==> src/rtl/alu_pkg.sv <==
// Shared opcodes and sequencer state encoding for the float ALU initiator.
package alu_pkg;

    localparam logic [3:0] ALU_OP_NOP = 4'b0000;
    localparam logic [3:0] ALU_OP_ADD = 4'b0001;
    localparam logic [3:0] ALU_OP_MUL = 4'b0010;

    typedef enum logic [1:0] {
        IDLE  = 2'd0,
        ISSUE = 2'd1,
        WAIT  = 2'd2,
        DONE  = 2'd3
    } seq_state_e;

    function automatic logic op_is_legal(input logic [3:0] op);
        return (op == ALU_OP_ADD) || (op == ALU_OP_MUL);
    endfunction

endpackage

==> src/rtl/alu_cmd_fifo.sv <==
// Command FIFO with registered full/empty flags; head entry is read combinationally.
module alu_cmd_fifo #(
    parameter int WIDTH = 20,
    parameter int DEPTH = 4
) (
    input  logic             clock,
    input  logic             reset,
    input  logic             push,
    input  logic             pop,
    input  logic [WIDTH-1:0] wr_data,
    output logic [WIDTH-1:0] rd_data,
    output logic             full,
    output logic             empty
);

    localparam int PTR_W = $clog2(DEPTH);

    logic [WIDTH-1:0] mem [DEPTH];
    logic [PTR_W-1:0] wr_ptr;
    logic [PTR_W-1:0] rd_ptr;
    logic [PTR_W:0]   count;
    logic [PTR_W:0]   count_next;
    logic             do_push;
    logic             do_pop;

    // Push is gated by the registered full flag, so a same-cycle pop never frees a slot early.
    assign do_push    = push && !full;
    assign do_pop     = pop && !empty;
    assign count_next = count + (PTR_W+1)'(do_push) - (PTR_W+1)'(do_pop);
    assign rd_data    = mem[rd_ptr];

    always_ff @(posedge clock or posedge reset) begin
        if (reset) begin
            wr_ptr <= '0;
            rd_ptr <= '0;
            count  <= '0;
            full   <= 1'b0;
            empty  <= 1'b1;
        end else begin
            if (do_push) wr_ptr <= wr_ptr + PTR_W'(1);
            if (do_pop)  rd_ptr <= rd_ptr + PTR_W'(1);
            count <= count_next;
            full  <= (count_next == (PTR_W+1)'(DEPTH));
            empty <= (count_next == '0);
        end
    end

    always_ff @(posedge clock) begin
        if (do_push) mem[wr_ptr] <= wr_data;
    end

endmodule

==> src/rtl/alu_op_sequencer.sv <==
// Initiator for alu_e4m3/alu_bf16: queues (op, a, b) commands, issues one at a time,
// waits for is_output_valid with a timeout, and returns results in order.
//
//   state | meaning
//   IDLE  | nothing in flight, waiting for a queued command
//   ISSUE | operands driven, one-cycle ALU pipeline restart
//   WAIT  | operands held, waiting for alu_valid or timeout
//   DONE  | result presented, waiting for res_ready
module alu_op_sequencer
    import alu_pkg::*;
#(
    parameter int WIDTH   = 8,
    parameter int DEPTH   = 4,
    parameter int TIMEOUT = 64
) (
    input  logic             clock,
    input  logic             reset,
    input  logic             cmd_valid,
    output logic             cmd_ready,
    input  logic [3:0]       cmd_op,
    input  logic [WIDTH-1:0] cmd_a,
    input  logic [WIDTH-1:0] cmd_b,
    output logic [WIDTH-1:0] alu_a,
    output logic [WIDTH-1:0] alu_b,
    output logic [3:0]       alu_ctrl,
    output logic             alu_reset,
    input  logic [WIDTH-1:0] alu_y,
    input  logic             alu_valid,
    output logic             res_valid,
    input  logic             res_ready,
    output logic [WIDTH-1:0] res_y,
    output logic             res_err,
    output logic             busy
);

    localparam int CMD_W = 4 + 2*WIDTH;
    localparam int CNT_W = (TIMEOUT > 2) ? $clog2(TIMEOUT) : 1;

    seq_state_e       state;
    logic [CNT_W-1:0] wait_cnt;

    logic             fifo_full;
    logic             fifo_empty;
    logic             fifo_pop;
    logic [CMD_W-1:0] head;
    logic [3:0]       head_op;
    logic [WIDTH-1:0] head_a;
    logic [WIDTH-1:0] head_b;

    alu_cmd_fifo #(
        .WIDTH (CMD_W),
        .DEPTH (DEPTH)
    ) u_fifo (
        .clock   (clock),
        .reset   (reset),
        .push    (cmd_valid),
        .pop     (fifo_pop),
        .wr_data ({cmd_op, cmd_a, cmd_b}),
        .rd_data (head),
        .full    (fifo_full),
        .empty   (fifo_empty)
    );

    assign head_op = head[CMD_W-1 -: 4];
    assign head_a  = head[2*WIDTH-1 -: WIDTH];
    assign head_b  = head[WIDTH-1:0];

    assign cmd_ready = !fifo_full;
    assign busy      = (state != IDLE) || !fifo_empty;

    // Popping straight out of an accepted DONE avoids an IDLE bubble between commands.
    assign fifo_pop = !fifo_empty &&
                      ((state == IDLE) || ((state == DONE) && res_ready));

    always_ff @(posedge clock or posedge reset) begin
        if (reset) begin
            state     <= IDLE;
            wait_cnt  <= '0;
            alu_a     <= '0;
            alu_b     <= '0;
            alu_ctrl  <= ALU_OP_NOP;
            alu_reset <= 1'b0;
            res_valid <= 1'b0;
            res_y     <= '0;
            res_err   <= 1'b0;
        end else begin
            alu_reset <= 1'b0;

            case (state)
                IDLE: begin
                    state <= IDLE;
                end
                ISSUE: begin
                    wait_cnt <= '0;
                    state    <= WAIT;
                end
                WAIT: begin
                    if (alu_valid) begin
                        res_y     <= alu_y;
                        res_err   <= 1'b0;
                        res_valid <= 1'b1;
                        alu_ctrl  <= ALU_OP_NOP;
                        state     <= DONE;
                    end else if (wait_cnt == CNT_W'(TIMEOUT-1)) begin
                        res_y     <= '0;
                        res_err   <= 1'b1;
                        res_valid <= 1'b1;
                        alu_ctrl  <= ALU_OP_NOP;
                        state     <= DONE;
                    end else begin
                        wait_cnt <= wait_cnt + CNT_W'(1);
                    end
                end
                DONE: begin
                    if (res_ready) begin
                        res_valid <= 1'b0;
                        state     <= IDLE;
                    end
                end
                default: state <= IDLE;
            endcase

            // Head load overrides the case above in both IDLE and accepted DONE.
            if (fifo_pop) begin
                if (op_is_legal(head_op)) begin
                    alu_a     <= head_a;
                    alu_b     <= head_b;
                    alu_ctrl  <= head_op;
                    alu_reset <= 1'b1;
                    wait_cnt  <= '0;
                    state     <= ISSUE;
                end else begin
                    res_y     <= '0;
                    res_err   <= 1'b1;
                    res_valid <= 1'b1;
                    state     <= DONE;
                end
            end
        end
    end

endmodule
==> config.mk <==
export PLATFORM = sky130hd
export DESIGN_NAME = alu_op_sequencer
export DESIGN_NICKNAME = d
export VERILOG_FILES = /design/src/rtl/alu_pkg.sv /design/src/rtl/alu_cmd_fifo.sv /design/src/rtl/alu_op_sequencer.sv
export SDC_FILE = /design/constraint.sdc
export NUM_CORES = 1
export LEC_CHECK = 0
export BUFFER_PORTS_ARGS = -buffer_cell sky130_fd_sc_hd__buf_4
export CORE_AREA = 2 2 115 106
export CTS_CLUSTER_DIAMETER = 200
export DETAILED_ROUTE_END_ITERATION = 6
export DIE_AREA = 0 0 117 108
export GPL_TIMING_DRIVEN = 0
export PLACE_DENSITY = 0.66
export SLEW_MARGIN = 20
export SYNTH_ARGS = -nofsm -noshare
export SYNTH_HDL_FRONTEND = slang
export SYNTH_SLANG_ARGS = --single-unit
==> constraint.sdc <==
create_clock -name clock -period 7.05 [get_ports clock]
set_clock_uncertainty 0.1 [all_clocks]
set_input_delay 1.41 -clock clock [delete_from_list [all_inputs] [get_ports clock]]
set_output_delay 1.41 -clock clock [all_outputs]
set_load 0.01 [all_outputs]
==> key figures <==
Synthesis
  – Sequential fraction of the synthesis area: 71.38%
  – Syn Nets: roughly 330
  – Count of cell types in the netlist: 43
  – Top cells by area, synth: edfxtp_1, dfrtp_1, mux4_2, mux2_4, ha_1
  – Post-synth EDFFs: 80
  – Top cell type by total area after synthesis: edfxtp_1
  – Yosys top cell area share: between 40% and 50%
  – Synthesized cell area: roughly 0.0050 mm²
  – Cells after synthesis: ~280
  – Async SR Flop Fraction: 37.50%
  – Avg Inst Size Synth: between 15 and 20 µm²
  – Synth Register Bits: around 130
  – Synthesis Warnings: 0
  – Synth Flop Type: edfxtp_1

Clocking
  – Resized cells post-CTS: 0
  – CTS clk-pin slew, worst paths: ~0.060 ns
  – Skew-Pair Late Insertion Delay: 0.41 ns
  – Post-CTS Hold Buffers: 0
  – TritonCTS Buffers: 17
  – CTS root buf: clkbuf_16
  – CTS tree: built
  – Postcts setup bufs: 0
  – Clk buf depth: 2
  – H-tree levels: 4
  – TritonCTS Sinks: 128

STA
  – FMAX: approximately 320 MHz
  – RSZ-0062 raised after global routing: false
  – Worst Max-Slew Pin Slew: between 1 and 1.5 ns
  – Fin. max-slew vios: 0
  – Final Cycle Share: around 44%
  – Worst setup margin: ~3.9 ns
  – Final Setup Violations: 0
  – Slew headroom: 28.86%
  – Setup total negative slack: 0 ns
  – Tmin final: between 3 and 4 ns
  – WHS: ~0.4 ns
  – Hold Fails Final Rpt: 0

Route
  – Remaining DRCs: 0
  – TritonRoute pass-1 iters: 4
  – DRT antenna net count: 0
  – Routed len/inst: 16.68 µm
  – Routed wire length: just under 9000 µm
  – Starting DRT DRC Count: between 100 and 150
  – Via count: about 2600
  – Routed vias/inst: 4.892

Setup path
  – Reg2reg path depth: 11
  – Critical Path Start Type: primary input
  – CP endpoint: u_fifo.full
  – Worst R2R End: u_fifo.full
  – Critical path class: in2reg
  – Crit path required time: around 7.3 ns
  – R2R Setup Slk: 4.40 ns
  – CP arrival: between 3 and 4 ns
  – Worst r2r src: state[0]
  – CP Cell Sequence: buf_4 -> a21oi_1 -> nor2_1 -> ha_1 -> inv_1 -> ha_1 -> fa_1 -> xnor2_1 -> xnor2_1 -> nor3b_1
  – Slowest cell on crit path: nor2_1
  – Peak per-stage delay on the critical path: around 0.39 ns
  – Critical path peak fanout: 7
  – Start point of the critical path: res_ready
  – Critical path endpoint category: flop

Floorplan
  – Die ar.: 0.01264 mm²
  – Die height: ~110 µm
  – Rows: 37
  – CORE AREA: 0.01134 mm²
  – Die W: approximately 120 µm
  – Initial Util: 44.52%
  – Top-Level Pins: between 60 and 70

Power and ir drop
  – Combinational share of power: approximately 30%
  – Maximum vdd drop: 344.6 µV
  – Internal Pwr Total: 1.940 mW
  – Clk pwr share: 31.1%
  – Net Sw Frac: between 20% and 30%
  – P_sw: just over 800 µW
  – Pleak: between 2 and 3 nW
  – Sequential share of power: between 30% and 40%
  – P per Cell Area: roughly 430 mW/mm²

Min path
  – Hold WC Path Type: reg2reg

Place
  – GPL Wtd Cong: between 0.7 and 0.8
  – Post-Place Setup Slack: around 3.5 ns
  – DP Wirelength: 5726 µm
  – Placed insts: 503
  – I/O Buffers: 65

Layout
  – # diodes: 0
  – Share of layout cells above drive strength 1: a little under two fifths
  – Post-Route Utilization: 55.92%
  – Area growth syn-to-layout: 25.59%
  – Fin nets: 410
  – Non-Filler Instances: around 540
  – Fill count: 893

GRT
  – Pin count of the biggest net entering global routing: 26
  – GR Util All Layers: approximately 16%
  – Initial antenna violation count: 0
  – Grt total ovfl: 0
  – First-pass GRT wire length: 14010 µm
  – Vias in the first global route: 2701

Outcome
  – Status: completed

Flow run
  – MaxCap Viol Count: 0
metrics by stage:
stage	instance area [µm²]	total power [mW]
global placement	5733	1.896
finish	6342	2.754
global route	6342	2.911
detailed placement	5753	1.930
floorplan	5050	1.651
CTS	6340	2.792
cell families (layout without fill, tap and decap cells):
kind of cell             after synthesis  in the layout  synth area share [%]
multiplexers                          38             38                 13.68
AND/OR/NAND/NOR                       47             47                 4.435
adder cells (fa/ha/maj)               11             11                 2.874
flip-flops                           128            128                 71.38
XOR/XNOR                               8              8                 1.388
buffers and inverters                 22            120                 2.304
AO/OA/AOI/OAI                         27             27                 3.940
placed cells by master, fill, tap and decap left out, types with 2 or more instances in the layout:
cell / instances
nor3b_1: 4
a22oi_1: 8
nor2b_1: 2
clkinv_4: 5
buf_6: 2
buf_1: 2
clkbuf_1: 2
xor2_1: 3
edfxtp_1: 80
mux2i_1: 3
o21ai_1: 2
a21oi_1: 4
nand3_1: 2
nand2_1: 9
buf_2: 3
clkbuf_16: 17
and2_1: 3
bufinv_16: 2
and3_1: 2
clkinvlp_4: 3
inv_6: 3
and2_2: 2
buf_4: 66
inv_1: 11
mux4_2: 18
nor2_1: 19
xnor2_1: 5
mux2_1: 3
o21bai_1: 2
nor3_1: 2
o21ai_0: 2
mux2_4: 13
ha_1: 10
dfrtp_1: 47
state kept, by name, indices dropped and copies added, names as in the netlist:
signal / cells
state: 2
res_y: 8
res_err: 1
wait_cnt: 6
u_fifo.mem: 80
u_fifo.full: 1
alu_reset: 1
alu_a: 8
u_fifo.rd_ptr: 2
res_valid: 1
u_fifo.wr_ptr: 2
u_fifo.count: 3
alu_b: 8
alu_ctrl: 4
u_fifo.empty: 1
routing by layer:
layer	vias up	global-route usage [%]	wire [µm]
li1	1235	-	-
met1	1304	19.46	3998
met2	73	25.27	4409
met3	5	5.830	451
met4	0	4.790	65
met5	-	0	0
worst min-delay path by stage:
| stage | startpoint | end | depth (start not counted) | slack (ns) |
|---|---|---|---|---|
| global route | alu_a[6] | alu_a[6] | 1 | 0.42 |
| global placement | alu_a[7] | alu_a[7] | 1 | 0.38 |
| detailed placement | alu_a[6] | alu_a[6] | 1 | 0.39 |
| finish | alu_a[6] | alu_a[6] | 1 | 0.40 |
| floorplan | wait_cnt[1] | wait_cnt[1] | 2 | 0.40 |
| CTS | alu_a[6] | alu_a[6] | 1 | 0.41 |
cell type report:
class,instances,area [µm²],area share (%)
sequential,128,3605,56.84
multi-input combinational,131,1331,20.99
timing repair buffer,66,508.0,8.009
clock inverter,14,157.7,2.486
tap,156,195.2,3.078
inverter,12,45.04,0.7102
clock buffer,18,429.2,6.767
buffer,10,71.32,1.124
worst max-delay path, delay by kind of cell:
family / cells / cell delay, ns
XOR/XNOR: 2 / 0.37
AND/OR/NAND/NOR: 2 / 0.59
adder cells (fa/ha/maj): 3 / 0.78
AO/OA/AOI/OAI: 1 / 0.06
buffers and inverters: 2 / 0.13
synth_stat cells (3+ instances only):
cell type / count
nand2_1: 9
nor2_1: 19
mux4_2: 18
buf_2: 3
xor2_1: 3
inv_1: 12
ha_1: 10
edfxtp_1: 80
a22oi_1: 8
mux2i_1: 3
mux2_4: 13
a21oi_1: 4
xnor2_1: 5
dfrtp_1: 47
mux2_1: 3
nor3b_1: 4
and2_1: 5
power by group through the flow:
stage / Clock [mW] / Combinational (mW) / Sequential (mW)
2_1_floorplan: 0 / 0.550 / 1.10
3_3_place_gp: 0 / 0.809 / 1.09
3_5_place_dp: 0 / 0.835 / 1.10
4_1_cts: 0.873 / 0.834 / 1.08
5_1_grt: 0.915 / 0.897 / 1.10
6_report: 0.857 / 0.814 / 1.08
(Power assumes the default switching activity.)
